--- src/rtl/rf_wb_scheduler_pkg.sv ---
// Shared constants and types for the register-file write-back scheduler.
package rf_ctrl_pkg;

    localparam int XLEN = 64;
    localparam int NREG = 32;
    localparam int AW   = 5;

    typedef logic [AW-1:0] reg_addr_t;

    typedef enum logic {
        SRC_ALU = 1'b0,
        SRC_MEM = 1'b1
    } wb_src_e;

endpackage

--- src/rtl/rf_wb_scheduler_if.sv ---
// Issue, write-back request and register-file write signals of the scheduler.
// master: the execute/memory side driving requests; slave: the scheduler.
interface rf_wb_scheduler_if;
    import rf_ctrl_pkg::*;

    logic             iss_valid;
    reg_addr_t        iss_rs1;
    reg_addr_t        iss_rs2;
    reg_addr_t        iss_rd;
    logic             iss_stall;
    logic             alu_valid;
    reg_addr_t        alu_rd;
    logic [XLEN-1:0]  alu_data;
    logic             alu_ready;
    logic             mem_valid;
    reg_addr_t        mem_rd;
    logic [XLEN-1:0]  mem_data;
    logic             mem_ready;
    logic             writereg;
    reg_addr_t        rd;
    logic [XLEN-1:0]  writedata;
    logic [NREG-1:0]  busy;

    modport master (
        output iss_valid, iss_rs1, iss_rs2, iss_rd,
        output alu_valid, alu_rd, alu_data,
        output mem_valid, mem_rd, mem_data,
        input  iss_stall, alu_ready, mem_ready,
        input  writereg, rd, writedata, busy
    );

    modport slave (
        input  iss_valid, iss_rs1, iss_rs2, iss_rd,
        input  alu_valid, alu_rd, alu_data,
        input  mem_valid, mem_rd, mem_data,
        output iss_stall, alu_ready, mem_ready,
        output writereg, rd, writedata, busy
    );

endinterface

--- src/rtl/rf_wb_scheduler_scoreboard.sv ---
// Pending-write scoreboard: one busy bit per architectural register, x0 never busy.
// Produces the issue stall term from the registered busy vector only.
module rf_scoreboard
    import rf_ctrl_pkg::*;
(
    input  logic            clock,
    input  logic            reset,
    input  logic            set_en,
    input  reg_addr_t       set_addr,
    input  logic            clr_en,
    input  reg_addr_t       clr_addr,
    input  logic            chk_en,
    input  reg_addr_t       rs1,
    input  reg_addr_t       rs2,
    input  reg_addr_t       waw_rd,
    output logic [NREG-1:0] busy,
    output logic            stall
);

    logic [NREG-1:1] busy_q;
    logic [NREG-1:1] busy_next;

    assign busy = {busy_q, 1'b0};

    // Clear first, then set, so a newer pending write survives a same-cycle retire.
    always_comb begin
        busy_next = busy_q;
        for (int i = 1; i < NREG; i++) begin
            if (clr_en && clr_addr == reg_addr_t'(i)) busy_next[i] = 1'b0;
            if (set_en && set_addr == reg_addr_t'(i)) busy_next[i] = 1'b1;
        end
    end

    // Busy vector state.
    always_ff @(posedge clock or posedge reset) begin
        if (reset) busy_q <= '0;
        else       busy_q <= busy_next;
    end

    assign stall = chk_en && (busy[rs1] || busy[rs2] || busy[waw_rd]);

endmodule

--- src/rtl/rf_wb_scheduler.sv ---
// Register-file write-port scheduler: arbitrates ALU and load write-backs onto
// the single write port and stalls issue on RAW/WAW hazards.
// Build option: WB_ROUND_ROBIN_EN selects round-robin arbitration between the
// two sources; otherwise loads always win over the ALU.
module rf_wb_scheduler
    import rf_ctrl_pkg::*;
(
    input  logic             clock,
    input  logic             reset,
    rf_wb_scheduler_if.slave bus
);

    logic            alu_gnt;
    logic            mem_gnt;
    logic            gnt;
    wb_src_e         gnt_src;
    reg_addr_t       g_rd;
    logic [XLEN-1:0] g_data;
    logic            stall;

`ifdef WB_ROUND_ROBIN_EN
    wb_src_e prio;
    logic    contest;

    // Contested requests go to the source that lost the previous contest.
    always_comb begin
        contest = bus.alu_valid && bus.mem_valid;
        if (contest) begin
            mem_gnt = (prio == SRC_MEM) && !reset;
            alu_gnt = (prio == SRC_ALU) && !reset;
        end else begin
            mem_gnt = bus.mem_valid && !reset;
            alu_gnt = bus.alu_valid && !reset;
        end
    end

    // Priority pointer only moves when both sources competed.
    always_ff @(posedge clock or posedge reset) begin
        if (reset)        prio <= SRC_ALU;
        else if (contest) prio <= alu_gnt ? SRC_MEM : SRC_ALU;
    end
`else
    // Fixed priority: loads over ALU; nothing is accepted while in reset.
    always_comb begin
        mem_gnt = bus.mem_valid && !reset;
        alu_gnt = bus.alu_valid && !bus.mem_valid && !reset;
    end
`endif

    assign bus.mem_ready = mem_gnt;
    assign bus.alu_ready = alu_gnt;
    assign gnt           = alu_gnt || mem_gnt;
    assign gnt_src       = mem_gnt ? SRC_MEM : SRC_ALU;
    assign g_rd          = (gnt_src == SRC_MEM) ? bus.mem_rd   : bus.alu_rd;
    assign g_data        = (gnt_src == SRC_MEM) ? bus.mem_data : bus.alu_data;

    // Register-file write port; address/data hold when nothing is granted.
    always_ff @(posedge clock or posedge reset) begin
        if (reset) begin
            bus.writereg  <= 1'b0;
            bus.rd        <= '0;
            bus.writedata <= '0;
        end else begin
            bus.writereg <= gnt && (g_rd != '0);
            if (gnt) begin
                bus.rd        <= g_rd;
                bus.writedata <= g_data;
            end
        end
    end

    rf_scoreboard u_scoreboard (
        .clock    (clock),
        .reset    (reset),
        .set_en   (bus.iss_valid && !stall),
        .set_addr (bus.iss_rd),
        .clr_en   (gnt),
        .clr_addr (g_rd),
        .chk_en   (bus.iss_valid),
        .rs1      (bus.iss_rs1),
        .rs2      (bus.iss_rs2),
        .waw_rd   (bus.iss_rd),
        .busy     (bus.busy),
        .stall    (stall)
    );

    assign bus.iss_stall = stall;

endmodule

--- src/flat_wrapper.sv ---
// flat-port wrapper written by rule: the top's interface ports become plain ports
module rf_wb_scheduler_flat import rf_ctrl_pkg::*;
  (clock, reset, bus_iss_valid, bus_iss_rs1, bus_iss_rs2, bus_iss_rd, bus_alu_valid, bus_alu_rd, bus_alu_data, bus_mem_valid, bus_mem_rd, bus_mem_data, bus_iss_stall, bus_alu_ready, bus_mem_ready, bus_writereg, bus_rd, bus_writedata, bus_busy);
  rf_wb_scheduler_if bus_i ();
  input  logic clock;
  input  logic reset;
  input wire logic [$bits(bus_i.iss_valid)-1:0] bus_iss_valid;
  input wire logic [$bits(bus_i.iss_rs1)-1:0] bus_iss_rs1;
  input wire logic [$bits(bus_i.iss_rs2)-1:0] bus_iss_rs2;
  input wire logic [$bits(bus_i.iss_rd)-1:0] bus_iss_rd;
  input wire logic [$bits(bus_i.alu_valid)-1:0] bus_alu_valid;
  input wire logic [$bits(bus_i.alu_rd)-1:0] bus_alu_rd;
  input wire logic [$bits(bus_i.alu_data)-1:0] bus_alu_data;
  input wire logic [$bits(bus_i.mem_valid)-1:0] bus_mem_valid;
  input wire logic [$bits(bus_i.mem_rd)-1:0] bus_mem_rd;
  input wire logic [$bits(bus_i.mem_data)-1:0] bus_mem_data;
  output wire logic [$bits(bus_i.iss_stall)-1:0] bus_iss_stall;
  output wire logic [$bits(bus_i.alu_ready)-1:0] bus_alu_ready;
  output wire logic [$bits(bus_i.mem_ready)-1:0] bus_mem_ready;
  output wire logic [$bits(bus_i.writereg)-1:0] bus_writereg;
  output wire logic [$bits(bus_i.rd)-1:0] bus_rd;
  output wire logic [$bits(bus_i.writedata)-1:0] bus_writedata;
  output wire logic [$bits(bus_i.busy)-1:0] bus_busy;
  assign bus_i.iss_valid = bus_iss_valid;
  assign bus_i.iss_rs1 = bus_iss_rs1;
  assign bus_i.iss_rs2 = bus_iss_rs2;
  assign bus_i.iss_rd = bus_iss_rd;
  assign bus_i.alu_valid = bus_alu_valid;
  assign bus_i.alu_rd = bus_alu_rd;
  assign bus_i.alu_data = bus_alu_data;
  assign bus_i.mem_valid = bus_mem_valid;
  assign bus_i.mem_rd = bus_mem_rd;
  assign bus_i.mem_data = bus_mem_data;
  assign bus_iss_stall = bus_i.iss_stall;
  assign bus_alu_ready = bus_i.alu_ready;
  assign bus_mem_ready = bus_i.mem_ready;
  assign bus_writereg = bus_i.writereg;
  assign bus_rd = bus_i.rd;
  assign bus_writedata = bus_i.writedata;
  assign bus_busy = bus_i.busy;
  rf_wb_scheduler u_core (.clock(clock), .reset(reset), .bus(bus_i));
endmodule
--- config.mk ---
export PLATFORM = sky130hd
export DESIGN_NAME = rf_wb_scheduler_flat
export DESIGN_NICKNAME = d
export VERILOG_FILES = /design/src/rtl/rf_wb_scheduler_pkg.sv /design/src/rtl/rf_wb_scheduler_if.sv /design/src/rtl/rf_wb_scheduler_scoreboard.sv /design/src/rtl/rf_wb_scheduler.sv /design/src/flat_wrapper.sv
export SDC_FILE = /design/constraint.sdc
export NUM_CORES = 1
export LEC_CHECK = 0
export ABC_AREA = 0
export BUFFER_PORTS_ARGS = -buffer_cell sky130_fd_sc_hd__buf_4
export CAP_MARGIN = 5
export CORE_MARGIN = 3
export CORE_UTILIZATION = 48
export DETAILED_ROUTE_END_ITERATION = 16
export PLACE_DENSITY = 0.82
export SLEW_MARGIN = 5
export SYNTH_ARGS = -nofsm -noshare
export SYNTH_HDL_FRONTEND = slang
export SYNTH_SLANG_ARGS = --single-unit
--- constraint.sdc ---
create_clock -name clock -period 4 [get_ports clock]
set_clock_uncertainty 0.05 [all_clocks]
set_input_delay 0.6 -clock clock [delete_from_list [all_inputs] [get_ports clock]]
set_output_delay 0.6 -clock clock [all_outputs]
set_load 0.005 [all_outputs]
## Word-level counts from Yosys, hierarchy flattened

Index checks and enable logic that the tools add are counted.

- $lt $le $gt $ge: 3
- Eq/ne operators: 62
- Muxes and demuxes: 71
- Reduce and logical (&&, ||, !) cells: 106

Operators by type and width:

| kind | count |
|---|---|
| equality test 5 bit (second input constant) | 32 |
| equality test 5 x 4 -> 1 bit (second input constant) | 16 |
| logical AND 1 bit | 68 |
| two-way mux 1 bit | 66 |
| two-way mux 64 bit | 1 |
| nonzero test 2 bit | 31 |
| equality test 5 x 3 -> 1 bit (second input constant) | 8 |
| equality test 5 x 2 -> 1 bit (second input constant) | 4 |
| less-than comparator 5 x 6 -> 1 bit (second input constant) | 3 |
| binary-select mux 1 bit (select 5 bit) | 3 |
| equality test 5 x 1 -> 1 bit (second input constant) | 2 |
| two-way mux 5 bit | 1 |
| nonzero test 5 bit | 1 |
| zero test 1 bit | 3 |
| logical OR 1 bit | 3 |

- Bits in registers: 101
- Input bits: 158
- Logic and storage cells: 276

## Depth between registers and ports, before layout

Gate-level depths: netlist of the first run.

- Depth in word-level cells: 9
- Mapped depth: 9

## Hierarchy

A second synthesis of the first run with hierarchy kept.

- Cells, all modules: 600
- Area, all modules: 5726.7 um^2

By module, submodules not included:

| module | times used | cells an instance | area an instance (um^2) | seq. area each (um^2) |
|---|---|---|---|---|
| rf_wb_scheduler | 1 | 384 | 3568.4 | 1751.7 |
| rf_scoreboard | 1 | 216 | 2158.3 | 775.7 |

## Worst setup path before layout of the first run

Ideal clock, no wire load.

- Kind: in2reg
- Start: input port reset
- End: register u_core.bus.rd[0]
- Arrival: 4.211 ns
- Data required time: 3.817 ns
- Setup slack: -0.394 ns
- Stages: 7
- Buffers on the path: 3
- Cell sequence: clkbuf_1 inv_1 o21ai_1 clkbuf_1 clkbuf_1 nand2_1 o21ai_0

- Cells in the longest elaborated chain, start to end: 4
- Elaborated cells between the ends (all ways): 6
- Those cells by class: mux: 2; reduce/logical: 4

RTL lines:

| what | RTL line | text |
|---|---|---|
| start, declared | flat_wrapper.sv:6 | `input logic reset;` |
| zero test 1 bit (*) | rf_wb_scheduler.sv:45, rf_wb_scheduler.sv:46 |  |
| logical AND 1 bit | rf_wb_scheduler.sv:45 | `mem_gnt = bus.mem_valid && !reset;` |
| two-way mux 1 bit | rf_wb_scheduler.sv:53 | `assign gnt_src = mem_gnt ? SRC_MEM : SRC_ALU;` |
| two-way mux 5 bit | rf_wb_scheduler.sv:54 | `assign g_rd = (gnt_src == SRC_MEM) ? bus.mem_rd : bus.alu_rd;` |
| end signal, assigned | rf_wb_scheduler.sv:66 | `bus.rd <= g_rd;` |
| end, declared | rf_wb_scheduler_if.sv:37 | `output writereg, rd, writedata, busy` |

Every way passes the cells marked *; elsewhere a longest branch is shown, timed or not.
A chain may end at the register's enable or synchronous reset.

## Final worst setup path of the first run

- Start: register u_core.u_scoreboard.busy_q[29] in the netlist's numbering
- End: output port bus_iss_stall

- Cells in the longest elaborated chain, start to end: 5
- Elaborated cells between the ends (all ways): 9
- Those cells by class: mux: 6; reduce/logical: 3

RTL lines:

| what | RTL line | text |
|---|---|---|
| start, declared | rf_wb_scheduler_scoreboard.sv:20 | `logic [NREG-1:1] busy_q;` |
| start signal, assigned | rf_wb_scheduler_scoreboard.sv:37 | `else busy_q <= busy_next;` |
| binary-select mux 1 bit (select 5 bit) | rf_wb_scheduler_scoreboard.sv:40 | `assign stall = chk_en && (busy[rs1] \|\| busy[rs2] \|\| busy[waw_rd]);` |
| two-way mux 1 bit (not written as such) | rf_wb_scheduler_scoreboard.sv:40 |  |
| logical OR 1 bit | rf_wb_scheduler_scoreboard.sv:40 |  |
| logical OR 1 bit (*) | rf_wb_scheduler_scoreboard.sv:40 |  |
| logical AND 1 bit (*) | rf_wb_scheduler_scoreboard.sv:40 |  |
| end, declared | flat_wrapper.sv:17 | `output wire logic [$bits(bus_i.iss_stall)-1:0] bus_iss_stall;` |

Every way passes the cells marked *; elsewhere a longest branch is shown, timed or not. The select of a mux whose other input is x is not followed.

==> metrics.md, run 1 <==
| Metric | Value |
|---|---|
| Die height | `116.9 um` |
| Crit path depth | `6` |
| Sequential area share after synthesis | `42.81%` |
| Crit start category | `flip-flop` |
| Int Power | `2.348 mW` |
| Worst-path clk slew | `70 ps` |
| Synthesized netlist cell count | `576` |
| Maximum vdd ir drop | `0.0002384 V` |
| CTS sink cnt | `101` |
| Hold-fix buffers at CTS | `0` |
| H-tree depth | `3` |
| Mean Syn Cell Area | `10.25 um^2` |
| Sequential power share | `40.8%` |
| Psw | `1.141 mW` |
| Rows | `39` |
| Max clock buf depth | `2` |
| Final Total Pwr | `3.489 mW` |
| Post-DP HPWL | `15050 um` |
| DR vias | `5522` |
| R2R cell count | `6` |
| Fin. Hold Viols | `0` |
| Crit path largest cell delay | `580 ps` |
| Crit-path slowest cell | `or4_1` |
| GRT Residual Overflow | `0` |
| Vias in the first global route | `5625` |
| Io pins | `263` |
| Clk pwr share | `27.0%` |
| Routed wire length per instance | `19.94 um` |
| RSZ-0062 raised after global routing | `no` |
| Gr usage total | `27.90%` |
| Port Buffers | `261` |
| Min Clock Period, post-route | `3151 ps` |
| Most used DFF post-synth | `dfrtp_1` |
| Asr flop ratio synth | `100.0%` |
| Die width | `116.9 um` |
| Synth cell types | `51` |
| Final Cycle Share | `78.77%` |
| Synth area leader | `dfrtp_1` |
| Commonest non-fill, non-tap cell in the layout | `buf_4` |
| Slew @ Worst Pin | `989.1 ps` |
| Setup violators final | `0` |
| TritonCTS clock tree | `yes` |
| CP required | `3350 ps` |
| Sw Share | `32.71%` |
| Largest net degree at the start of global routing | `80` |
| P per Cell Area | `424.8 nW/um^2` |
| Total CTS buffers | `9` |
| WS Path Type | `reg2out` |
| Peak fanout along the critical path | `5` |
| Clk_lat worst skew | `340 ps` |
| Synth Net Count | `734` |
| CTS resizes | `0` |
| Vias per cell | `5.758` |
| Synth area leaders | `dfrtp_1, mux2i_1, o21ai_0` |
| Iter 0 DRT Violations | `335` |
| Residual DRC | `0` |
| Crit-path cells | `mux4_2, mux2i_1, o22ai_1, or4_1, o21a_1, buf_4` |
| Pre-CTS WS | `882.0 ps` |
| Max Cap Violations | `0` |
| Core Region | `11710 um^2` |
| Final #Nets | `969` |
| Area after DPL | `7890 um^2` |
| Initial antenna violation count | `0` |
| Starting Density | `50.41%` |
| Status | `finished, final reports clean` |
| TritonRoute pass-1 iters | `5` |
| Design Area, Final | `8213 um^2` |
| Warnings from Yosys | `0` |
| Syn-to-layout area delta | `39.13%` |
| WP buf/inv | `1` |
| Layout cells sized above 1 | `42.28%` |
| Worst rel slew slack | `33.81%` |
| Endpoint type of the worst setup path | `output port` |
| Final Max Tran Viols | `0` |
| CP arrival | `2500 ps` |
| First-pass GRT wire length | `29390 um` |
| Lkg Pwr | `4.086 nW` |
| Family with the most delay on the worst path | `multiplexers` |
| GP Congestion | `0.9589` |
| Commonest cells after routing, fill and taps aside | `buf_4, nand2_1, dfrtp_1` |
| Worst hold path class | `in2async` |
| Post-DRT Antenna Nets | `0` |
| WL final | `19120 um` |
| Inserted Diodes | `0` |
| Fin worst setup slack | `849.3 ps` |
| Setup tns final | `0 ps` |
| Die area | `13660 um^2` |
| Fmax | `317.4 MHz` |
| Mapped cell area | `5903 um^2` |
| CTS Root Cell | `clkbuf_16` |
| Post-synth EDFFs | `0` |
| Synth Register Bits | `101` |
| Yosys top cell area share | `42.81%` |
| Logic pwr share | `32.2%` |
| Postcts setup bufs | `0` |
state kept, by name, indices dropped and copies added, names as in the netlist:
register and flops:
u_core.bus.writedata 64, u_core.u_scoreboard.busy_q 31, u_core.bus.rd 5, u_core.bus.writereg 1
synthesized netlist by cell type, types with 2 or more instances:
master	instances
a21oi_1	7
a221oi_1	3
a22oi_1	2
a31oi_1	4
buf_1	3
buf_2	14
buf_4	2
buf_6	9
clkbuf_1	18
dfrtp_1	101
inv_1	11
mux2_2	5
mux2i_1	69
mux4_1	4
mux4_2	15
nand2_1	107
nand2b_1	3
nand3_1	10
nand3b_1	2
nand4b_1	3
nor2_1	9
nor2b_1	5
nor3_1	3
nor3b_1	5
nor4b_1	2
o211ai_1	2
o21ai_0	100
o21ai_1	2
o31ai_1	6
o31ai_2	28
or4bb_1	2
tightest hold or removal path, stage by stage:
cell,delay [ps]
buf_4,150
clkinvlp_4,90
buf_4,360
cell type report:
class	count	area (um^2)
Fill cell	895	3498
Multi-Input combinational cell	418	3099
Sequential cell	101	2527
Timing Repair Buffer	270	2039
Clock buffer	11	252.7
Tap cell	143	178.9
Clock inverter	5	70.07
Inverter	11	45.04
path summary, 6_finish.rpt:
check	startpoint	end	slack, ps
setup / recovery	u_core.u_scoreboard.busy_q[29]	bus_iss_stall	850
setup reg to reg	u_core.u_scoreboard.busy_q[29]	u_core.u_scoreboard.busy_q[20]	1380
hold reg to reg	u_core.bus.writedata[5]	u_core.bus.writedata[5]	430
hold / removal	reset	u_core.bus.writedata[49]	390
min in group clock	u_core.bus.writedata[5]	u_core.bus.writedata[5]	430
max in group asynchronous	reset	u_core.bus.writedata[33]	2300
metrics by stage:
step           hold WS (ps)  utilization, %  instances
2_1_floorplan         423.3               -        576
5_1_grt               417.9           70.13        959
6_report              392.5           70.13        959
4_1_cts               394.1           70.13        959
3_3_place_gp          412.5           67.37        943
3_5_place_dp          421.3           67.37        943
power by group through the flow:
stage / clock, mW / combinational [mW] / sequential (mW)
final: 0.942 / 1.12 / 1.42
after CTS: 0.959 / 1.14 / 1.42
after detailed placement: 0 / 1.14 / 1.43
after global routing: 0.995 / 1.22 / 1.45
after global placement: 0 / 1.11 / 1.43
after floorplan: 0 / 0.594 / 1.37
per-layer routing:
layer | vias to the layer above | global-route usage, % | share of wire [%]
li1 | 2563 | - | -
met1 | 2630 | 34.50 | 38
met2 | 288 | 48.46 | 50
met3 | 41 | 4.576 | 7.6
met4 | 0 | 11.85 | 3.9
met5 | - | 0 | 0
cell families after synthesis:
logic type	count (synthesis)	share of synthesized area [%]
AO/OA/AOI/OAI	162	18.80
AND/OR/NAND/NOR	161	12.72
flip-flops	101	42.81
multiplexers	94	20.41
buffers and inverters	57	5.193
other	1	0.06353
(Power assumes the default switching activity.)
==> run 2, diff against run 1 <==
--- a/config.mk
+++ b/config.mk
@@ -9,9 +9,9 @@
 export BUFFER_PORTS_ARGS = -buffer_cell sky130_fd_sc_hd__buf_4
 export CAP_MARGIN = 5
 export CORE_MARGIN = 3
-export CORE_UTILIZATION = 48
+export CORE_UTILIZATION = 43
 export DETAILED_ROUTE_END_ITERATION = 16
-export PLACE_DENSITY = 0.82
+export PLACE_DENSITY = 0.78
 export SLEW_MARGIN = 5
 export SYNTH_ARGS = -nofsm -noshare
 export SYNTH_HDL_FRONTEND = slang
==> constraint.sdc (replaced) <==
create_clock -name clock -period 2.6 [get_ports clock]
set_clock_uncertainty 0.05 [all_clocks]
set_input_delay 0.39 -clock clock [delete_from_list [all_inputs] [get_ports clock]]
set_output_delay 0.39 -clock clock [all_outputs]
set_load 0.005 [all_outputs]
==> run 2 against run 1 <==
Clock-buffer cell count shrank 1. Final area grew 3.2%. First-iteration DRC count grew 22%. Critical endpoint unchanged. Clock power grew 28%. Hold slack lost 110 ps. Highest routed layer unchanged. Routed wire length grew 1.2%. The run now ends with negative setup slack left. Via count grew 2.3%. Critical path type unchanged. Total power grew 53%.
==> metrics.md, run 2 (synthesized netlist as in run 1, its figures left out) <==
| Metric | Value |
|---|---|
| Worst-path clk slew | `70 ps (about the same)` |
| Residual DRC | `0 (unchanged)` |
| Crit Reg-Reg Startpoint | `u_core.u_scoreboard.busy_q[14]` |
| Fillers | `1090 (+22%)` |
| Routed wire length per instance | `18.82 um (-5.6%)` |
| Inserted Diodes | `0 (unchanged)` |
| Gr usage total | `25.34% (-2.6 points)` |
| Die height | `123.2 um (+5.4%)` |
| Crit-path slowest cell | `or4_4` |
| Commonest non-fill, non-tap cell in the layout | `buf_4` |
| Area of the multi-input gates | `3104 um^2 (+0.16%)` |
| Initial antenna violation count | `0 (unchanged)` |
| Worst hold path class | `in2async` |
| Total CTS buffers | `9 (unchanged)` |
| CTS sink cnt | `101 (unchanged)` |
| GP Congestion | `0.9716 (+1.3%)` |
| Fmax | `351.9 MHz` |
| Rows | `42 (+7.7%)` |
| Status | `finished with violations` |
| RSZ-0062 raised after global routing | `yes` |
| Peak fanout along the critical path | `3 (-2)` |
| DR vias | `5650 (+2.3%)` |
| GRT Residual Overflow | `0 (unchanged)` |
| Violated checks | `negative setup slack` |
| Iter 0 DRT Violations | `410 (+22%)` |
| Core Region | `13350 um^2 (+14%)` |
| Crit path largest cell delay | `550 ps (-30 ps)` |
| Setup tns final | `-241.7 ps (-241.7 ps)` |
| Final Cycle Share | `109.3%` |
| CP arrival | `2400 ps (-100 ps)` |
| Design Area, Final | `8479 um^2 (+3.2%)` |
| CTS Root Cell | `clkbuf_16` |
| WS Path Type | `reg2out` |
| Clk_lat worst skew | `330 ps (about the same)` |
| Fin. Hold Viols | `0 (unchanged)` |
| Port Buffers | `261 (unchanged)` |
| H-tree depth | `3 (unchanged)` |
| Crit-path cells | `mux4_2, mux2i_1, o211ai_1, or4_4, o21a_1, buf_4` |
| Sequential cell area | `2535 um^2 (+0.30%)` |
| Worst rel slew slack | `38.66% (+4.8 points)` |
| Slew @ Worst Pin | `915.8 ps (-73.27 ps)` |
| WL final | `19350 um (+1.2%)` |
| Post-DRT Antenna Nets | `0 (unchanged)` |
| Final Util | `63.53% (-6.6 points)` |
| Area after DPL | `8127 um^2 (+3.0%)` |
| Max clock buf depth | `2 (unchanged)` |
| Die width | `123.2 um (+5.4%)` |
| Commonest cells after routing, fill and taps aside | `buf_4, nand2_1, dfrtp_1` |
| Max Cap Violations | `0 (unchanged)` |
| Setup violators final | `1 (+1)` |
| Top reg by flops | `u_core.bus.writedata` |
| Min Clock Period, post-route | `2842 ps` |
| Crit start category | `flip-flop` |
| CP required | `2160 ps (-1190 ps)` |
| Largest net degree at the start of global routing | `137 (+71%)` |
| Io pins | `263 (unchanged)` |
| Syn-to-layout area delta | `43.64%` |
| Lkg Pwr | `4.222 nW (+3.3%)` |
| WP buf/inv | `1 (unchanged)` |
| R2R Path End | `u_core.u_scoreboard.busy_q[21]` |
| TritonCTS clock tree | `yes` |
| Starting Density | `44.23% (-6.2 points)` |
| Die area | `15170 um^2 (+11%)` |
| Final #Nets | `1006 (+3.8%)` |
| First-pass GRT wire length | `29840 um (+1.5%)` |
| Fin worst setup slack | `-241.7 ps (-1091 ps)` |
| Max reg flops | `64 (unchanged)` |
| R2R setup slack | `140 ps (-1240 ps)` |
| Layout cells sized above 1 | `46.13% (+3.8 points)` |
| Maximum vdd ir drop | `0.0003033 V (+27%)` |
| Vias in the first global route | `5764 (+2.5%)` |
| Endpoint type of the worst setup path | `output port` |
| Final Max Tran Viols | `0 (unchanged)` |
| TritonRoute pass-1 iters | `5 (unchanged)` |
| P per Cell Area | `629.6 nW/um^2 (+48%)` |
| Post-DP HPWL | `15210 um (+1.1%)` |
| R2R cell count | `6 (unchanged)` |
| Largest registers | `u_core.bus.writedata (64), u_core.u_scoreboard.busy_q (31), u_core.bus.rd (5)` |
| Crit path from | `u_core.u_scoreboard.busy_q[14]` |
| Family with the most delay on the worst path | `multiplexers` |
| Vias per cell | `5.496 (-4.5%)` |
-- run 2: worst max-delay path by stage --
stage | to | cells past startpoint | slack [ps]
6_report | bus_iss_stall | 6 | -240
5_1_grt | bus_iss_stall | 6 | -300
4_1_cts | bus_iss_stall | 6 | -260
3_5_place_dp | bus_iss_stall | 8 | -50
3_3_place_gp | bus_iss_stall | 7 | -40
2_1_floorplan | u_core.bus.rd[0] | 7 | -770
-- run 2: final cells by class --
type,instances,area share [%]
Multi-Input combinational cell,418,36.61
Sequential cell,101,29.90
Timing Repair Buffer,307,27.33
Clock buffer,10,2.700
Tap cell,176,2.597
Inverter,11,0.5312
Clock inverter,5,0.3394
-- run 2: power breakdown --
group          leakage, nW  internal, mW  switching, mW  total [mW]
registers             1.26          1.86          0.276        2.14
clock network        0.132         0.640          0.570        1.21
logic                 2.83          1.09          0.900        1.99
total                 4.22          3.59           1.75        5.34
-- run 2: metal layers --
layer	share of wire [%]	wire, um	global-route usage, %
met5	0	0	0
met3	6.5	1255	4.575
met2	52	10110	44.89
met1	38	7341	30.32
met4	3.3	641	10.45
-- run 2: repair_timing --
action	in CTS	in global routing
pin swaps	2	3
gates resized for setup	3	8
endpoints found under the setup margin	1	1
hold endpoints to repair	0	0
hold buffers	0	0
setup buffers	4	6
-- run 2: tightest hold or removal path: cells and delay by family --
family | cells | cell delay [ps]
buffers and inverters | 3 | 730
-- run 2: through the flow --
step	cells	setup WS, ps	power [mW]	hold WS (ps)
after floorplan	576	-769.6	3.066	423.3
after global placement	1003	-40.59	4.008	413.9
after detailed placement	1003	-46.29	4.063	421.7
after CTS	1022	-258.1	5.308	266.0
after global routing	1028	-298.8	5.622	280.0
final	1028	-241.7	5.338	278.3
==> run 3, diff against run 2 <==
--- a/config.mk
+++ b/config.mk
@@ -8,11 +8,12 @@
 export ABC_AREA = 0
 export BUFFER_PORTS_ARGS = -buffer_cell sky130_fd_sc_hd__buf_4
 export CAP_MARGIN = 5
-export CORE_MARGIN = 3
+export CORE_MARGIN = 5
 export CORE_UTILIZATION = 43
 export DETAILED_ROUTE_END_ITERATION = 16
 export PLACE_DENSITY = 0.78
 export SLEW_MARGIN = 5
 export SYNTH_ARGS = -nofsm -noshare
 export SYNTH_HDL_FRONTEND = slang
+export SYNTH_HIERARCHICAL = 1
 export SYNTH_SLANG_ARGS = --single-unit
==> run 3 against run 2 <==
The run now ends clean. Synthesized cell count up 4.2%. Flip-flop and latch count is the same. Via count increased by 0.60%. Critical path depth unchanged. Global-route usage decreased by 1.9 points. Register-to-register slack got worse by 130 ps. Final area down 1.6%. Hold slack worse by 13 ps. Area after synthesis shrank 3.0%. First-iteration DRC count shrank 13%. Largest cell class unchanged.
==> metrics.md, run 3 <==
| Metric | Value |
|---|---|
| Status | `finished, final reports clean` |
| Mapped cell area | `5727 um^2 (-3.0%)` |
| Residual DRC | `0 (unchanged)` |
| Pre-CTS WS | `-158.6 ps (-112.3 ps)` |
| Post-synth EDFFs | `0 (unchanged)` |
| Commonest cells after routing, fill and taps aside | `buf_4, dfrtp_1, o21ai_0` |
| Commonest non-fill, non-tap cell in the layout | `buf_4` |
| Iter 0 DRT Violations | `355 (-13%)` |
| GRT Residual Overflow | `0 (unchanged)` |
| WL final | `19230 um (-0.62%)` |
| Layout Cells excl Fill | `1042 (+1.4%)` |
| CTS sink cnt | `101 (unchanged)` |
| Vias per cell | `5.455 (-0.75%)` |
| Crit start category | `flip-flop` |
| Min Clock Period, post-route | `2594 ps (-247.4 ps)` |
| RSZ-0062 raised after global routing | `yes` |
| Synth area leader | `dfrtp_1` |
| Starting Density | `43.59% (-0.64 points)` |
| Peak fanout along the critical path | `5 (+2)` |
| Port Buffers | `261 (unchanged)` |
| Hold-fix buffers at CTS | `0 (unchanged)` |
| Yosys top cell area share | `44.13% (+1.3 points)` |
| Largest net degree at the start of global routing | `86 (-37%)` |
| Setup violators final | `0 (-1)` |
| Total CTS buffers | `9 (unchanged)` |
| Max reg flops | `64 (unchanged)` |
| Die height | `125.4 um (+1.8%)` |
| Top reg by flops | `u_core/bus.writedata` |
| Synthesized netlist cell count | `600 (+4.2%)` |
| First-pass GRT wire length | `29930 um (+0.28%)` |
| Post-DRT Antenna Nets | `0 (unchanged)` |
| Endpoint type of the worst setup path | `output port` |
| Io pins | `263 (unchanged)` |
| Fin. Hold Viols | `0 (unchanged)` |
| Lkg Pwr | `4.120 nW (-2.4%)` |
| Worst hold path class | `in2reg` |
| Inserted Diodes | `0 (unchanged)` |
| Placed cells | `1020 (+1.7%)` |
| Rows | `42 (unchanged)` |
| TritonCTS clock tree | `yes` |
| Core Region | `13140 um^2 (-1.6%)` |
| CTS Root Cell | `clkbuf_16` |
| Initial antenna violation count | `0 (unchanged)` |
| CP arrival | `2150 ps (-250 ps)` |
| Max Cap Violations | `0 (unchanged)` |
| Vias in the first global route | `5648 (-2.0%)` |
| Final Cycle Share | `99.78% (-9.5 points)` |
| GP Congestion | `0.9194 (-5.4%)` |
| Synth Net Count | `758 (+3.3%)` |
| Routed wire length per instance | `18.45 um (-2.0%)` |
| Mean Syn Cell Area | `9.545 um^2 (-6.9%)` |
| Die width | `125.4 um (+1.8%)` |
| Warnings from Yosys | `6 (+6)` |
| Final Max Tran Viols | `0 (unchanged)` |
| Synth Register Bits | `101 (unchanged)` |
| Clk_lat worst skew | `340 ps (about the same)` |
| Die area | `15730 um^2 (+3.7%)` |
| Final Total Pwr | `5.141 mW (-3.7%)` |
| TritonRoute pass-1 iters | `5 (unchanged)` |
| Max clock buf depth | `2 (unchanged)` |
| Maximum vdd ir drop | `0.0003189 V (+5.1%)` |
| Syn-to-layout area delta | `45.66%` |
| Post-DP HPWL | `14670 um (-3.5%)` |
| Most used DFF post-synth | `dfrtp_1` |
| Top-count cell post-synth | `dfrtp_1` |
| Fin worst setup slack | `5.735 ps (+247.4 ps)` |
| Final #Nets | `1020 (+1.4%)` |
| DR vias | `5684 (+0.60%)` |
| Slew @ Worst Pin | `680.3 ps (-235.5 ps)` |
| Asr flop ratio synth | `100.0% (unchanged)` |
| CP required | `2160 ps (about the same)` |
| Worst-path clk slew | `60 ps (about the same)` |
| Worst rel slew slack | `54.65% (+16 points)` |
| Fmax | `385.5 MHz (+9.5%)` |
| P per Cell Area | `616.2 nW/um^2 (-2.1%)` |
| H-tree depth | `3 (unchanged)` |
| Synth cell types | `41 (-20%)` |
| Commonest cells post-synth | `dfrtp_1, o21ai_0, nand2_1, a21oi_1, and3b_1` |
| Largest registers | `u_core/bus.writedata (64), u_core/u_scoreboard/busy_q (31), u_core/bus.rd (5)` |
| Gr usage total | `23.45% (-1.9 points)` |
| Layout cells sized above 1 | `42.26% (-3.9 points)` |
| Sequential area share after synthesis | `44.13% (+1.3 points)` |
| WS Path Type | `reg2out` |
| Synth area leaders | `dfrtp_1, and3b_1, o21ai_0` |
run 3: changes by cell type in the layout (fill, tap and decap cells not counted), moves of 9 or more:
cell and change:
and3b_1 +64, nand2b_1 +9, a21oi_1 +58, mux2i_1 -63, mux2_2 +11, o21ai_0 +32, o31ai_2 -28, nand2_1 -30
buf_4 -13
run 3: where the power goes:
group / switching, mW / internal [mW]
registers: 0.244 / 1.85
clock network: 0.557 / 0.790
logic: 0.713 / 0.991
total: 1.51 / 3.63
run 3: per-stage QoR:
step                utilization [%]  TNS, ps  hold slack (ps)  cell area (um^2)
global placement              60.20   -124.2            413.5              7909
floorplan                         -        0            421.4              5737
CTS                           62.81        0            257.1              8252
detailed placement            60.20    -1465            420.7              7909
finish                        63.50        0            265.7              8342
global route                  63.50    -1265            269.5              8342
run 3: worst max-delay path: stages (launching register included):
cell     delay (ps)
dfrtp_1         430
mux4_1          530
mux2i_1         190
o32ai_2         110
nor4_2          250
a31oi_1         150
buf_4           160
run 3: final cells by class:
cell class	instances	area [um^2]
fillers	1110	4796
multi-input cells	448	3039
flip-flops and latches	101	2534
repair buffers	295	2222
clock buffers	11	252.7
well taps	176	220.2
clock inverters	4	47.55
inverters	7	26.28
run 3: cell families after synthesis:
family	count (synthesis)	synth area share, %
other	1	0.06548
DFF	101	44.13
AOI/OAI and AO/OA	205	18.61
and+or+nand+nor	197	20.63
muxes	45	12.24
buffers and inverters	51	4.326
run 3: path summary, 6_finish.rpt:
check | from | endpoint | slack (ps) | depth (start not counted)
setup / recovery | u_core/u_scoreboard/busy_q[18] | bus_iss_stall | 6 | 6
hold / removal | bus_mem_data[35] | u_core/bus.writedata[35] | 270 | 3
setup reg to reg | u_core/u_scoreboard/busy_q[18] | u_core/u_scoreboard/busy_q[29] | 6 | 10
hold reg to reg | u_core/bus.writedata[15] | u_core/bus.writedata[15] | 430 | 2
max in group asynchronous | reset | u_core/bus.writereg | 1520 | 4
min in group asynchronous | reset | u_core/bus.writedata[58] | 480 | 4
run 3: repair_timing:
item	in CTS	in global routing
gates resized for setup	6	26
pin swaps	4	7
cloned	0	0
setup buffers	5	3
endpoints found under the setup margin	1	29
run 3: layer usage:
metal / up-vias / GRT usage (%) / wire (um)
met1: 2654 / 27.09 / 7267
met2: 284 / 40.71 / 9612
met4: 0 / 9.056 / 613
li1: 2705 / - / -
met5: - / 0 / 0
met3: 41 / 7.377 / 1736
